$ cat src/rtl/dac_wave_gen.sv
// Multi-mode DAC waveform generator: prescaled sample ticks step through a
// DEPTH-entry period, build a sine/triangle/saw/square sample, attenuate it
// around mid-scale and write it to the DAC with a WE/LDAC strobe sequence.
module dac_wave_gen #(
  parameter int unsigned DATA_W = 16,
  parameter int unsigned DEPTH  = 100,
  parameter int unsigned ADDR_W = 7
) (
  input  logic              new_clk,
  input  logic              rst_n,
  input  logic              en,
  input  logic [1:0]        mode,
  input  logic [ADDR_W-1:0] step,
  input  logic [15:0]       div,
  input  logic [1:0]        amp_shift,
  output logic [DATA_W-1:0] to_daq,
  output logic              we_n,
  output logic              ldac_n,
  output logic              dac_rst_n,
  output logic              sample_valid,
  output logic              wrap
);

  localparam int unsigned Mid      = 2 ** (DATA_W - 1);
  localparam int unsigned Max      = 2 ** DATA_W - 1;
  localparam int unsigned Half     = DEPTH / 2;
  localparam int unsigned TriSlope = Max / Half;
  localparam int unsigned SawSlope = Max / DEPTH;
  localparam real         Pi       = 3.14159265358979323846;

  localparam logic [1:0] StIdle  = 2'd0;
  localparam logic [1:0] StFetch = 2'd1;
  localparam logic [1:0] StWrite = 2'd2;
  localparam logic [1:0] StLatch = 2'd3;

  // Sine ROM, built at elaboration from the real-valued sine.
  function automatic logic [DATA_W-1:0] sine_entry(input int unsigned i);
    real phase;
    phase = 2.0 * Pi * real'(i) / real'(DEPTH);
    return DATA_W'(int'(Mid) + $rtoi($sin(phase) * real'(Mid - 1)));
  endfunction

  logic [DATA_W-1:0] sine_rom [DEPTH];

  for (genvar g = 0; g < DEPTH; g++) begin : g_sine
    assign sine_rom[g] = sine_entry(g);
  end

  logic [1:0]        state_q, state_d;
  logic [15:0]       cnt_q, cnt_d;
  logic [15:0]       div_eff;
  logic              tick, fire;
  logic [ADDR_W-1:0] idx_q, idx_next, step_eff;
  logic [ADDR_W:0]   idx_sum;
  logic              idx_wrap;
  int unsigned       idx_u;
  logic [DATA_W-1:0] raw_d, raw_q;
  logic [1:0]        amp_q;
  logic              wrap_pend_q;
  logic signed [DATA_W:0] diff, shifted;
  logic [DATA_W-1:0] scaled;

  logic [DATA_W-1:0] to_daq_q;
  logic              we_n_q, ldac_n_q, dac_rst_n_q, valid_q, wrap_q;

  // Prescaler: counts 0..div_eff, ticks at the terminal count, parked at 0 when disabled.
  always_comb begin
    div_eff = (div < 16'd3) ? 16'd3 : div;
    tick    = en && (cnt_q >= div_eff);
    cnt_d   = cnt_q + 16'd1;
    if (!en || tick) cnt_d = '0;
  end

  // Sequencer next state; a tick is only accepted from idle.
  always_comb begin
    state_d = state_q;
    fire    = tick && (state_q == StIdle);
    unique case (state_q)
      StIdle:  if (tick) state_d = StFetch;
      StFetch: state_d = StWrite;
      StWrite: state_d = StLatch;
      StLatch: state_d = StIdle;
      default: state_d = StIdle;
    endcase
  end

  // Index advance with wrap at DEPTH; step clamped to DEPTH-1.
  always_comb begin
    step_eff = (step > ADDR_W'(DEPTH - 1)) ? ADDR_W'(DEPTH - 1) : step;
    idx_sum  = {1'b0, idx_q} + {1'b0, step_eff};
    idx_wrap = idx_sum >= (ADDR_W + 1)'(DEPTH);
    idx_next = idx_wrap ? ADDR_W'(idx_sum - (ADDR_W + 1)'(DEPTH)) : idx_sum[ADDR_W-1:0];
  end

  // Raw waveform sample from the current (pre-update) index.
  always_comb begin
    idx_u = 32'(idx_q);
    raw_d = '0;
    unique case (mode)
      2'd0: raw_d = sine_rom[idx_q];
      2'd1: raw_d = (idx_u < Half) ? DATA_W'(TriSlope * idx_u)
                                   : DATA_W'(Max - TriSlope * (idx_u - Half));
      2'd2: raw_d = DATA_W'(SawSlope * idx_u);
      2'd3: raw_d = (idx_u < Half) ? '0 : DATA_W'(Max);
      default: raw_d = '0;
    endcase
  end

  // Attenuate around mid-scale; the arithmetic shift keeps the result in range.
  always_comb begin
    diff    = $signed({1'b0, raw_q}) - $signed((DATA_W + 1)'(Mid));
    shifted = diff >>> amp_q;
    scaled  = shifted[DATA_W-1:0] + DATA_W'(Mid);
  end

  // Tick-time capture of sample, attenuation and wrap; index and prescaler state.
  always_ff @(posedge new_clk or negedge rst_n) begin
    if (!rst_n) begin
      state_q     <= StIdle;
      cnt_q       <= '0;
      idx_q       <= '0;
      raw_q       <= DATA_W'(Mid);
      amp_q       <= '0;
      wrap_pend_q <= 1'b0;
    end else begin
      state_q <= state_d;
      cnt_q   <= cnt_d;
      if (fire) begin
        idx_q       <= idx_next;
        raw_q       <= raw_d;
        amp_q       <= amp_shift;
        wrap_pend_q <= idx_wrap;
      end
    end
  end

  // Registered DAC outputs; strobes follow the state being entered.
  always_ff @(posedge new_clk or negedge rst_n) begin
    if (!rst_n) begin
      to_daq_q    <= DATA_W'(Mid);
      we_n_q      <= 1'b1;
      ldac_n_q    <= 1'b1;
      dac_rst_n_q <= 1'b0;
      valid_q     <= 1'b0;
      wrap_q      <= 1'b0;
    end else begin
      dac_rst_n_q <= 1'b1;
      we_n_q      <= (state_d != StWrite);
      ldac_n_q    <= (state_d != StLatch);
      valid_q     <= (state_q == StFetch);
      wrap_q      <= (state_q == StFetch) && wrap_pend_q;
      if (state_q == StFetch) to_daq_q <= scaled;
    end
  end

  assign to_daq       = to_daq_q;
  assign we_n         = we_n_q;
  assign ldac_n       = ldac_n_q;
  assign dac_rst_n    = dac_rst_n_q;
  assign sample_valid = valid_q;
  assign wrap         = wrap_q;

endmodule

$ cat config.mk
export PLATFORM = sky130hd
export DESIGN_NAME = dac_wave_gen
export DESIGN_NICKNAME = d
export VERILOG_FILES = /design/src/rtl/dac_wave_gen.sv
export SDC_FILE = /design/constraint.sdc
export NUM_CORES = 1
export LEC_CHECK = 0
export BUFFER_PORTS_ARGS = -buffer_cell sky130_fd_sc_hd__buf_2
export CAP_MARGIN = 20
export CELL_PAD_IN_SITES_DETAIL_PLACEMENT = 0
export CELL_PAD_IN_SITES_GLOBAL_PLACEMENT = 1
export CORE_MARGIN = 1
export CORE_UTILIZATION = 24
export CTS_BUF_LIST = sky130_fd_sc_hd__clkbuf_8 sky130_fd_sc_hd__clkbuf_16
export DETAILED_ROUTE_END_ITERATION = 8
export GPL_ROUTABILITY_DRIVEN = 0
export MAX_ROUTING_LAYER = met4
export PLACE_DENSITY = 0.54
export SETUP_SLACK_MARGIN = 0.4
export SLEW_MARGIN = 20
export SYNTH_ARGS = -nofsm -noshare
export SYNTH_HDL_FRONTEND = slang
export SYNTH_SLANG_ARGS = --single-unit
$ cat constraint.sdc
create_clock -name new_clk -period 14.12 [get_ports new_clk]
set_input_delay 3.53 -clock new_clk [delete_from_list [all_inputs] [get_ports new_clk]]
set_output_delay 3.53 -clock new_clk [all_outputs]
set_load 0.1 [all_outputs]
# After elaboration in Yosys (flattened, before gate mapping)
# Memories as Yosys holds them, arrays and structs flattened.
# Cells that the tools add are included.
# totals
romBits,2048
mem_count,1
output_inout_bits,21
ff_bits,65
inputBits,30
wordCells,57
# memory_table
name,depth,word_bits,rd,rd_clocked_by_memory_dff,wr,line_no,source
(no name shown),128,16,1,0,0,100,2'd0: raw_d = sine_rom[idx_q];
# op_classes
addsub,7
magnitude_cmp,6
n_shift,1
reduce_logical,7
n_mux,11
mul,3
bitwise_logic,1
eq_ne,8
# op_table
cell,count
16-bit two-way mux,6
16-bit one-hot mux with 4 select lines,1
"10-bit by 32-bit multiplier with 15-bit output, first input constant",1
17-bit by 2-bit >>> shifter with 16-bit output,1
"16-bit by 16-bit subtractor with 17-bit output, second input constant",1
"16-bit by 1-bit adder with 16-bit output, second input constant",1
"16-bit adder, second input constant",1
16-bit greater-or-equal comparator,1
"16-bit by 2-bit < comparator with 1-bit output, second input constant",1
"10-bit by 7-bit multiplier with 16-bit output, first input constant",1
"16-bit subtractor, first input constant",1
"10-bit by 7-bit multiplier with 15-bit output, first input constant",1
7-bit two-way mux,2
7-bit by 7-bit adder with 8-bit output,1
"2-bit == test, second input constant",4
"8-bit by 7-bit greater-or-equal comparator with 1-bit output, second input constant",1
"8-bit greater-or-equal comparator, second input constant",1
7-bit NOT with 8-bit output,1
2-bit one-hot mux with 4 select lines,1
"7-bit by 6-bit subtractor with 8-bit output, second input constant",1
"7-bit greater-than comparator, second input constant",1
"7-bit by 6-bit < comparator with 1-bit output, second input constant",1
"7-bit subtractor, second input constant",1
"2-bit by 1-bit == test with 1-bit output, second input constant",2
other kinds (6),10

# Logic depth before layout (Yosys ltp)
# depth
ltp_word,7
ltp_mapped,27
ltp_nobuf,23

# Least setup slack after synthesis
# No wires, ideal clock.
# synth_timing
path_type,input -> register
start,input step[3]
end,register idx_q[3]
path_stages,13
t_arrival_ps,5889
slack_ps,8108
n_path_buf,0
setup_ps,123
required_ps,13997
cell_sequence,o311ai_0 > nand2b_1 > ha_1 > a21o_1 > a21oi_1 > xnor2_1 > inv_1 > ha_1 > nor3b_1 > o211a_4 > or2_4 > a21oi_1 > o21ai_1
# synth_between
elab_chain_cells,5
elab_cells_between_ends,6
cone_classes,add/sub (2); order compare (2); mux (2)
# synth_rtl
element,line_no,source
from (decl),13,"input logic [ADDR_W-1:0] step,"
7-bit greater-than comparator,89,step_eff = (step > ADDR_W'(DEPTH - 1)) ? ADDR_W'(DEPTH - 1) : step;
7-bit two-way mux *,89,
7-bit by 7-bit adder with 8-bit output *,90,"idx_sum = {1'b0, idx_q} + {1'b0, step_eff};"
7-bit subtractor or 8-bit by 7-bit greater-or-equal comparator with 1-bit output (tied branches),"92, 91",
7-bit two-way mux *,92,idx_next = idx_wrap ? ADDR_W'(idx_sum - (ADDR_W + 1)'(DEPTH)) : idx_sum[ADDR_W-1:0];
to (signal assigned),129,idx_q <= idx_next;
to (decl),53,"logic [ADDR_W-1:0] idx_q, idx_next, step_eff;"
# Mark *: on every way between the ends. The rest lies on a longest branch, timed or not.
# A chain may end at the register's enable or synchronous reset.

# Worst setup path after layout
# layout_timing
start,register idx_q[5]
end,register raw_q[15]
# layout_between
elab_chain_cells,5
elab_cells_between_ends,13
cone_classes,add/sub (2); mul (3); order compare (1); mux (5); bitwise (1); memory (1)
# layout_rtl
element,line_no,source
7-bit by 6-bit subtractor with 8-bit output or 7-bit NOT with 8-bit output (tied branches),"102, 100",
10-bit by 32-bit multiplier with 15-bit output or memory 128 x 16 bit (tied branches),-,
16-bit subtractor or 16-bit two-way mux (tied branches),"102, 100",
16-bit two-way mux (on tied branches),"101, 100",
16-bit one-hot mux with 4 select lines *,99,unique case (mode)
to (signal assigned),122,raw_q <= DATA_W'(Mid);
to (signal assigned),130,raw_q <= raw_d;
to (decl),57,"logic [DATA_W-1:0] raw_d, raw_q;"
# Mark *: on every way between the ends. The rest lies on a longest branch, timed or not. The select of a mux whose other input is x is not followed.

==> key figures <==
Synthesis
  • #FFs+latches synth: 65
  • Largest family of logic cells by synthesized area: adder cells
  • Synth Flop Type: dfrtp_1
  • Post-Syn Nets: roughly 1,300
  • Ys Warns: 0
  • Syn Std Cell Area: slightly above 9000 µm²
  • Seq/Total Area, Yosys: 0.175
  • Mux cell area share after synthesis: 0.0610
  • Ys async rst share: 1.00
  • EDFF count, synth: 0
  • Synth unique cells: 82
  • Post-Synth Simple-Gate Area: 0.160
  • Gate Count Post-Synth: roughly 1,100
  • Synth Area in Adders: 0.239
  • Avg Inst Size Synth: about 8.3 µm²
  • Synth Area in XOR/XNOR: 0.0557
  • Post-synthesis compound-gate area fraction: 0.233

Cells and area
  • Final nets: 1,329
  • Area Overhead vs Synth: 10.7%
  • Final core occ: 0.272
  • Fraction of layout cells with a size suffix above 1: 0.120

Routing
  • Detailed Routing Iterations Pass 1: 5
  • Iter 0 DRT Violations: slightly below 600
  • Post-Route WL: between 30 and 40 mm
  • Via count: roughly 8,300
  • ANT nets after route: 0
  • Vias/cell: approximately 5.0
  • DR WL/cell: between 15 and 20 µm
  • # DRC: 0

Setup path
  • Crit Path Max Fanout: 37
  • Worst EP arrival: ~6.7 ns
  • Setup crit end kind: flop
  • Critical Path RT: about 14 ns
  • CP Class: reg2reg
  • Setup crit start kind: flop

Die
  • Die area: roughly 40,000 µm²
  • Total core area: 38,000 µm²
  • Starting density of the core: 0.246
  • I/O Pins: between 50 and 60
  • DIE WIDTH: about 200 µm
  • Std cell rows: just over 70
  • Die height: about 200 µm

Power and ir drop
  • Peak VDD IR: ~53 µV
  • Leakage: around 0.0047 µW
  • Pwr per Cell Area: around 110 nW/µm²

CTS
  • Sink Count: 65
  • Post-cts gate resize count: 0
  • Clk slew on worst S/H paths: roughly 0.050 ns
  • Root Buffer: clkbuf_16
  • Setup Fix Bufs, Post-CTS: 0
  • Worst-case clock buffer depth: 2
  • CTS Buf Count: 9
  • Worst-skew pair later-pin latency: roughly 0.33 ns
  • CTS tree: yes
  • Hold buffers post-CTS: 0
  • H-Tree Depth: 3

Timing
  • Max Slew Vio Count: 0
  • Worst-margin pin slew: between 0.9 and 1 ns
  • Final period utilization: 0.459
  • Total Neg Setup Slack: 0 ns
  • Post-route clock skew: approximately 0.0055 ns
  • Fmax: 154 MHz
  • Hold WS: roughly 0.47 ns
  • RSZ-0062 raised after global routing: false
  • Hold Violations, Final: 0
  • Post-layout min period: roughly 6.5 ns
  • Headroom to the max-slew limit: 0.385
  • Final setup fails: 0

GRT
  • Global-route wire length before repair: between 40 and 50 mm
  • Initial antenna violation count: 1
  • Pin count of the biggest net entering global routing: 66
  • Vias in the first global route: approximately 8,300
  • Tot GR Track Use: 0.162
  • GRT Residual Overflow: 0

Place
  • Port bufs: 50
  • HPWL after DPL: about 23 mm

Min path
  • Hold Crit Class: reg2reg

Run status
  • Status: finished clean

Run
  • Max Cap Viol: 0
power breakdown:
part           leakage, µW  switching, µW  internal (µW)
clock             0.000158           78.1            144
combinational      0.00365            427            241
sequential        0.000859           12.9            206
total              0.00466            518            592
Yosys cell counts, drive strengths merged, types with 11 or more instances:
| master | n | area (µm²) |
|---|---|---|
| a211oi | 15 | 113 |
| mux2 | 17 | 191 |
| nand2b | 25 | 156 |
| ha | 137 | 1710 |
| buf | 39 | 228 |
| xor2 | 22 | 193 |
| clkbuf | 25 | 93.8 |
| inv | 104 | 390 |
| dfrtp | 61 | 1530 |
| o21ai | 76 | 380 |
| o211ai | 17 | 128 |
| and2 | 11 | 73.8 |
| a21oi | 68 | 340 |
| a31oi | 23 | 144 |
| fa | 26 | 521 |
| xnor2 | 34 | 305 |
| mux4 | 15 | 338 |
| nor2 | 83 | 317 |
| nor3 | 21 | 105 |
| a21o | 15 | 113 |
| o21a | 14 | 105 |
| nand2 | 87 | 327 |
| nand3 | 33 | 165 |
area by class of cell:
| class | count | area [µm²] |
|---|---|---|
| antenna | 1 | 2.50 |
| tap | 511 | 639 |
| clock buffer | 11 | 253 |
| fill | 4194 | 27700 |
| timing repair buffer | 65 | 363 |
| clock inverter | 5 | 47.5 |
| multi-input combinational | 891 | 7010 |
| sequential | 65 | 1640 |
| inverter | 104 | 390 |
final timing paths:
path / slack (ns) / cells after the start / start / end
hold / removal: 0.47 / 2 / wrap_pend_q$_DFFE_PN0P_ / wrap_pend_q$_DFFE_PN0P_
setup / recovery: 7.64 / 22 / idx_q[5]$_DFFE_PN0P_ / raw_q[15]$_DFFE_PN1P_
min in group asynchronous: 3.39 / 2 / rst_n / to_daq[12]$_DFFE_PN0P_
max in group asynchronous: 10.10 / 2 / rst_n / idx_q[3]$_DFFE_PN0P_
hold reg to reg: 0.47 / 2 / wrap_pend_q$_DFFE_PN0P_ / wrap_pend_q$_DFFE_PN0P_
setup reg to reg: 7.64 / 22 / idx_q[5]$_DFFE_PN0P_ / raw_q[15]$_DFFE_PN1P_
registers in the layout (all words and copies together) (netlist names):
name / flops
idx_q: 7
wrap: 1
dac_rst_n: 1
sample_valid: 1
amp_q: 2
we_n: 1
state_q: 2
wrap_pend_q: 1
to_daq: 16
cnt_q: 16
raw_q: 16
ldac_n: 1
worst max-delay path, cell delays in order, from the launching register on:
cell and delay, ns:
dfrtp_1 0.75, buf_4 0.53, ha_1 0.36, nand2b_1 0.10, xnor2_1 0.57, inv_1 0.19, xnor2_1 0.17, ha_1 0.19
o21bai_1 0.15, ha_1 0.30, ha_1 0.31, fa_1 0.54, inv_1 0.05, fa_1 0.50, inv_1 0.04, ha_1 0.23
nor4_1 0.18, o21ai_1 0.13, a41oi_1 0.34, o21ai_1 0.12, xnor3_1 0.39, nand2_1 0.06, a41oi_1 0.18
kinds of logic after synthesis:
family          Yosys count
flops                    65
mux                      36
compound gates          321
buf+inv                 168
xor+xnor                 57
other cells               2
simple gates            312
fa+ha+maj               163
routing by layer:
layer | global-route usage | part of all wire | vias to the layer above
met5 | - | 0 | -
met4 | 0.0484 | 0.025 | 0
met3 | 0.0208 | 0.043 | 44
met2 | 0.244 | 0.44 | 204
met1 | 0.225 | 0.49 | 3963
li1 | - | - | 4082
cells in the final DEF, fill, tap and decap left out, types with 14 or more instances in the layout:
master | netlist | layout
nand2_1 | 87 | 87
nand2b_1 | 25 | 25
xnor2_1 | 33 | 33
nor2_1 | 81 | 81
mux2_2 | 17 | 17
a21oi_1 | 68 | 68
fa_1 | 26 | 26
ha_1 | 137 | 137
inv_1 | 100 | 102
nor3_1 | 21 | 21
buf_2 | 26 | 50
buf_4 | 5 | 15
o211ai_1 | 17 | 17
dfrtp_1 | 61 | 58
a31oi_1 | 23 | 22
a21o_1 | 15 | 15
nand3_1 | 33 | 33
a211oi_1 | 15 | 15
o21ai_0 | 61 | 61
xor2_1 | 22 | 22
o21a_1 | 14 | 14
mux4_2 | 15 | 15
o21ai_1 | 15 | 15
stage by stage:
| stage | cells | power, µW | instance area, µm² | worst slack [ns] |
|---|---|---|---|---|
| 5_1_grt | 1653 | 1220 | 10300 | 7.08 |
| 6_report | 1653 | 1110 | 10300 | 7.64 |
| 4_1_cts | 1652 | 1130 | 10300 | 7.55 |
| 3_5_place_dp | 1636 | 894 | 10000 | 7.57 |
| 2_1_floorplan | 1124 | 734 | 9340 | 8.11 |
| 3_3_place_gp | 1636 | 894 | 10000 | 7.59 |
(Power assumes the default switching activity.)
